[config.mk]
export PLATFORM = sky130hd
export DESIGN_NAME = hazard_unit_mc
export DESIGN_NICKNAME = d
export VERILOG_FILES = /design/src/rtl/hazard_pkg.sv /design/src/rtl/div_stall_ctr.sv /design/src/rtl/hazard_unit_mc.sv
export SDC_FILE = /design/constraint.sdc
export NUM_CORES = 1
export LEC_CHECK = 0
export ABC_AREA = 1
export BUFFER_PORTS_ARGS = -buffer_cell sky130_fd_sc_hd__clkbuf_2
export CORE_MARGIN = 5
export CORE_UTILIZATION = 37
export DETAILED_ROUTE_END_ITERATION = 10
export GPL_ROUTABILITY_DRIVEN = 0
export GPL_TIMING_DRIVEN = 0
export PLACE_DENSITY = 0.65
export RECOVER_POWER = 50
export SLEW_MARGIN = 20
export SYNTH_ARGS = -nofsm -noshare
export SYNTH_HDL_FRONTEND = slang
export SYNTH_SLANG_ARGS = --single-unit
export TNS_END_PERCENT = 50
[constraint.sdc]
create_clock -name clk -period 2.62 [get_ports clk]
set_input_delay 0.393 -clock clk [delete_from_list [all_inputs] [get_ports clk]]
set_output_delay 0.393 -clock clk [all_outputs]
set_load 0.02 [all_outputs]
[src/rtl/hazard_pkg.sv]
// Shared encodings for the multi-cycle hazard controller: load marker,
// forwarding select codes and the divider-stall FSM state type.
package hazard_pkg;

  // memtoreg value that marks a load instruction
  localparam logic [1:0] LOAD_ENC = 2'b01;

  // E-stage forwarding selects
  localparam logic [1:0] FWD_NONE = 2'b00;
  localparam logic [1:0] FWD_M    = 2'b10;
  localparam logic [1:0] FWD_W    = 2'b01;

  // Divider stall FSM
  typedef enum logic [1:0] {
    DIV_IDLE = 2'd0,
    DIV_BUSY = 2'd1,
    DIV_DONE = 2'd2
  } divState_t;

endpackage

[src/rtl/div_stall_ctr.sv]
// Divider stall sequencer. A div entering E while IDLE stalls immediately,
// then stays BUSY for DIV_CYCLES cycles, then spends one DONE cycle in which
// the result is valid and E is allowed to advance. DONE always returns to
// IDLE so the same div cannot retrigger itself. abort (exception) forces IDLE.
module div_stall_ctr
  import hazard_pkg::*;
#(
  parameter int DIV_CYCLES = 32
) (
  input  logic      clk,
  input  logic      rst,
  input  logic      divE,
  input  logic      abort,
  output logic      stallDiv,
  output logic      divBusy,
  output logic      divDone,
  output divState_t dbgState
);

  localparam int CW = $clog2(DIV_CYCLES + 1);
  localparam logic [CW-1:0] CNT_LOAD = CW'(DIV_CYCLES - 1);

  divState_t     state;
  divState_t     stateNext;
  logic [CW-1:0] cnt;
  logic [CW-1:0] cntNext;

  // State and counter registers, cleared asynchronously
  always_ff @(posedge clk or posedge rst) begin
    if (rst) begin
      state <= DIV_IDLE;
      cnt   <= '0;
    end else begin
      state <= stateNext;
      cnt   <= cntNext;
    end
  end

  // Next-state and counter update; abort wins over normal sequencing
  always_comb begin
    stateNext = state;
    cntNext   = cnt;
    if (abort) begin
      stateNext = DIV_IDLE;
      cntNext   = '0;
    end else begin
      case (state)
        DIV_IDLE: begin
          if (divE) begin
            stateNext = DIV_BUSY;
            cntNext   = CNT_LOAD;
          end
        end
        DIV_BUSY: begin
          if (cnt == '0) stateNext = DIV_DONE;
          else           cntNext   = cnt - 1'b1;
        end
        DIV_DONE: stateNext = DIV_IDLE;
        default: begin
          stateNext = DIV_IDLE;
          cntNext   = '0;
        end
      endcase
    end
  end

  // Outputs: the first stall cycle comes straight from divE while IDLE
  always_comb begin
    stallDiv = 1'b0;
    divBusy  = 1'b0;
    divDone  = 1'b0;
    case (state)
      DIV_IDLE: stallDiv = divE;
      DIV_BUSY: begin
        stallDiv = 1'b1;
        divBusy  = 1'b1;
      end
      DIV_DONE: begin
        divBusy = 1'b1;
        divDone = 1'b1;
      end
      default: ;
    endcase
  end

  assign dbgState = state;

endmodule

[src/rtl/hazard_unit_mc.sv]
// Hazard controller for the 5-stage pipeline: operand forwarding selects,
// load-use and branch-compare stalls, divider stalls and the stall/flush
// priority between exception, divider, data hazards and mispredicts.
module hazard_unit_mc #(
  parameter int         REG_AW     = 5,
  parameter int         DIV_CYCLES = 32,
  parameter logic [1:0] LOAD_ENC   = hazard_pkg::LOAD_ENC
) (
  input  logic                  clk,
  input  logic                  rst,
  input  logic [REG_AW-1:0]     rsD,
  input  logic [REG_AW-1:0]     rtD,
  input  logic                  branchD,
  input  logic [REG_AW-1:0]     rsE,
  input  logic [REG_AW-1:0]     rtE,
  input  logic [REG_AW-1:0]     writeregE,
  input  logic                  regwriteE,
  input  logic [1:0]            memtoregE,
  input  logic                  divE,
  input  logic                  predict_wrongE,
  input  logic [REG_AW-1:0]     writeregM,
  input  logic                  regwriteM,
  input  logic [1:0]            memtoregM,
  input  logic                  exceptM,
  input  logic [REG_AW-1:0]     writeregW,
  input  logic                  regwriteW,
  output logic                  forwardaD,
  output logic                  forwardbD,
  output logic [1:0]            forwardaE,
  output logic [1:0]            forwardbE,
  output logic                  stallF,
  output logic                  stallD,
  output logic                  stallE,
  output logic                  stallM,
  output logic                  stallW,
  output logic                  flushF,
  output logic                  flushD,
  output logic                  flushE,
  output logic                  flushM,
  output logic                  flushW,
  output logic                  div_busy,
  output logic                  div_done,
  output hazard_pkg::divState_t dbgDivState
);

  import hazard_pkg::*;

  logic lwStall;
  logic brStall;
  logic stallDiv;

  // E-stage forwarding: M result has priority over W; register 0 never forwards
  function automatic logic [1:0] fwdSel(input logic [REG_AW-1:0] src);
    if (src != '0 && regwriteM && writeregM == src)      return FWD_M;
    else if (src != '0 && regwriteW && writeregW == src) return FWD_W;
    else                                                 return FWD_NONE;
  endfunction

  assign forwardaE = fwdSel(rsE);
  assign forwardbE = fwdSel(rtE);

  // D-stage compare operands may only take an ALU result (not a load) from M
  assign forwardaD = (rsD != '0) && regwriteM && (writeregM == rsD) && (memtoregM != LOAD_ENC);
  assign forwardbD = (rtD != '0) && regwriteM && (writeregM == rtD) && (memtoregM != LOAD_ENC);

  // Load in E whose target is read by the instruction in D
  assign lwStall = (memtoregE == LOAD_ENC) && (rtE != '0) && ((rtE == rsD) || (rtE == rtD));

  // Branch compare in D needs a value not yet available (ALU in E, load in M)
  assign brStall = branchD &&
                   ((regwriteE && (writeregE != '0) && ((writeregE == rsD) || (writeregE == rtD))) ||
                    ((memtoregM == LOAD_ENC) && ((writeregM == rsD) || (writeregM == rtD))));

  div_stall_ctr #(
    .DIV_CYCLES (DIV_CYCLES)
  ) u_div_stall_ctr (
    .clk      (clk),
    .rst      (rst),
    .divE     (divE),
    .abort    (exceptM),
    .stallDiv (stallDiv),
    .divBusy  (div_busy),
    .divDone  (div_done),
    .dbgState (dbgDivState)
  );

  // Stall/flush priority: exception > divider > data hazards, mispredict last
  always_comb begin
    stallF = 1'b0;
    stallD = 1'b0;
    stallE = 1'b0;
    flushD = 1'b0;
    flushE = 1'b0;
    flushM = 1'b0;
    flushW = 1'b0;
    if (exceptM) begin
      flushD = 1'b1;
      flushE = 1'b1;
      flushM = 1'b1;
      flushW = 1'b1;
    end else if (stallDiv) begin
      stallF = 1'b1;
      stallD = 1'b1;
      stallE = 1'b1;
      flushM = 1'b1;
    end else begin
      if (lwStall || brStall) begin
        stallF = 1'b1;
        stallD = 1'b1;
        flushE = 1'b1;
      end
      if (predict_wrongE) begin
        flushD = 1'b1;
        stallD = 1'b0;
      end
    end
  end

  assign flushF = 1'b0;
  assign stallM = 1'b0;
  assign stallW = 1'b0;

endmodule
==> impl_metrics.toml <==
[outcome]
run_status = "finished clean"

[clock_tree]
root_buffer = "clkbuf_8"
cts_tree = "built"
clock_latency_ns = 0.23
clock_tree.buffer_depth = 2
cts_buffers = 3
ctsHoldBuffers = 0
clock-sinks = 8
cts_resized = 0
cts.clk_slew.worst_paths_ns = 0.04
htreeDepth = 1
cts_setup_buffers = 0

[synth]
yosysMostFrequentCell = "nand2_1"
syn_area_mm2 = 0.001506
ys_async_sr_fraction_pct = 100.0
yosys_register_bits = 8
yosysTopAreaCellShare_pct = 18.69
synth_edf_count = 0
synth_common_cells = "75 x nand2_1, 31 x inv_1, 17 x inv_2, 17 x nor2_1, 14 x xnor2_1"
seq_area_frac_synth_pct = 13.29
yosysUniqueCellTypes = 33
ys.flop_type = "dfrtp_1"
syn_inst = 255
synthTopCellsByArea = "nand2_1 19%, dfrtp_1 13%, xnor2_1 8.1%"
synth_area_leader_cell = "nand2_1"
synth.avg_cell_area_um2 = 5.908
yosysWarnings = 0

[worst_setup_path]
endpoint_kind = "primary output"
ff2ff_setup_slack_ns = 0.93
crit_start = "u_div_stall_ctr.dbgState[0]"
worst_r2r_startpoint = "u_div_stall_ctr.dbgState[0]"
critPathKind = "reg -> out"
reg2reg_depth = 9
cp_max_fo = 5
critPathLaunchType = "register"
r2r_end = "u_div_stall_ctr.cnt[0]"
cp.required_ns = 2.23
worstPathArrival_ns = 1.73
crit_end = "stallD"

[floorplan]
core_area_mm2 = 0.003971
ios = 68
initial_core_util_pct = 37.93
die_w_um = 73.81
die_h_um = 73.81
fp.dieArea_mm2 = 0.005448
fp-row-count = 23

[sta]
slew_viol_final = 0
fmax_ghz = 0.4711
finalCritPeriodShare_pct = 81.02
hold_violations = 0
tns_ns = 0
setup_viol = 0
rsz0062_at_grt = "false"
whs_ns = 0.08987
finClkSkew_ns = 0.004539
period_needed_ns = 2.123
setup_ws_ns = 0.4972

[cells_and_area]
area_growth_syn_to_layout_pct = 27.57
fin_util_pct = 48.39
num_antenna_cells = 0
nNetsFinal = 378
nFillCells = 420
drive_gt1_share_pct = 30.12

[routing]
wl_per_cell_um = 11.69
drt_pass1_iterations = 4
wl_met1_mm = 2.133
ant_nets = 0
wl_mm = 4.347
wl_met3_um = 277
drt_iter0_drc = 94
via_per_inst = 4.675
via_count = 1739
wl_met2_mm = 1.936
drc_errors = 0
top_layer = "met3"

[job]
maxCapViolCount = 0

[placed_design]
dp_slack_ns = 0.6437
dpl.hpwl_mm = 3.736
port_buffers = 62

[global_routing]
grt_pass1_vias = 1665
overflow = 0
antenna_found_initial = 0
grt_pass1_wl_mm = 7.251
grt_use_total_pct = 16.37
grt_max_degree = 9

[power_and_ir_drop]
leakagePower_uw = 0.001092
power_uw = 964.2
p_per_area_mw_per_mm2 = 501.7
vdd_drop_max_uv = 510.7

[hold_path]
worst_hold_path_type = "in -> async"
-- power breakdown --
group / internal [µW] / switching (µW)
combinational: 216 / 400
clock: 99.5 / 48.2
sequential: 170 / 30.0
total: 486 / 478
-- logic make-up (layout without fill, tap and decap cells) --
kind of cell / Yosys count / after routing / share of synthesized area (%)
simple gates: 122 / 122 / 36.38
xor+xnor: 23 / 23 / 13.37
other cells: 1 / 3 / 0.2489
flops: 8 / 8 / 13.29
compound gates: 40 / 40 / 16.45
fa+ha+maj: 6 / 6 / 4.983
buf+inv: 55 / 120 / 15.28
-- final cells by class --
class	instances	area, µm²	share of cell area, %
tap	50	62.56	3.255
inverter	49	183.9	9.570
multi-input combinational	194	1084	56.38
clock buffer	3	41.29	2.148
sequential	8	200.2	10.42
timing repair buffer	62	304.0	15.82
buffer	6	46.29	2.409
-- placed cells by master, fill, tap and decap left out, types with 2 or more instances in the layout --
cell	netlist	routed
nand3_1	7	7
o21ai_0	8	9
nand3_2	3	3
conb_1	1	3
nor4_1	2	2
dfrtp_1	8	8
ha_1	6	6
inv_2	17	16
nand2_1	75	75
nand4_1	6	6
clkbuf_8	0	3
nor3_1	2	2
xnor2_1	14	14
nor4_2	2	2
o2111ai_1	2	2
nor2_2	5	5
xor2_1	9	9
o21ai_1	6	5
o22ai_1	5	5
nor2_1	17	17
buf_4	4	4
o221ai_1	3	3
o211ai_1	2	2
inv_1	31	32
clkbuf_1	0	5
clkbuf_2	0	57
nand2_2	2	2
a21oi_1	10	10
-- critical path, cell delays in order, from the launching register on --
cell and delay [ns]:
dfrtp_1 0.36, inv_1 0.09, ha_1 0.26, a21oi_1 0.36
a21oi_1 0.15, nand2_1 0.10, inv_1 0.04, clkbuf_2 0.14
-- routing by layer --
| layer | vias to the layer above | track usage, % |
|---|---|---|
| met4 | 0 | 1.610 |
| met3 | 0 | 3.146 |
| li1 | 939 | - |
| met2 | 58 | 26.77 |
| met1 | 742 | 22.97 |
| met5 | - | 0 |
-- state kept, by name (all words and copies together) (netlist names) --
| name | flops |
|---|---|
| u_div_stall_ctr.cnt | 6 |
| u_div_stall_ctr.dbgState | 2 |
-- per-stage QoR --
stage	std cells	cell area (µm²)
detailed placement	369	1887
CTS	372	1928
finish	372	1922
floorplan	257	1514
global placement	369	1887
global route	372	1922
-- worst min path at each step --
| stage | start | end |
|---|---|---|
| global route | rst | u_div_stall_ctr.dbgState[1] |
| finish | rst | u_div_stall_ctr.cnt[5] |
| floorplan | rst | u_div_stall_ctr.cnt[0] |
| global placement | rst | u_div_stall_ctr.dbgState[1] |
| detailed placement | rst | u_div_stall_ctr.dbgState[1] |
| CTS | rst | u_div_stall_ctr.dbgState[1] |
Power figures use the tool's default switching activity.
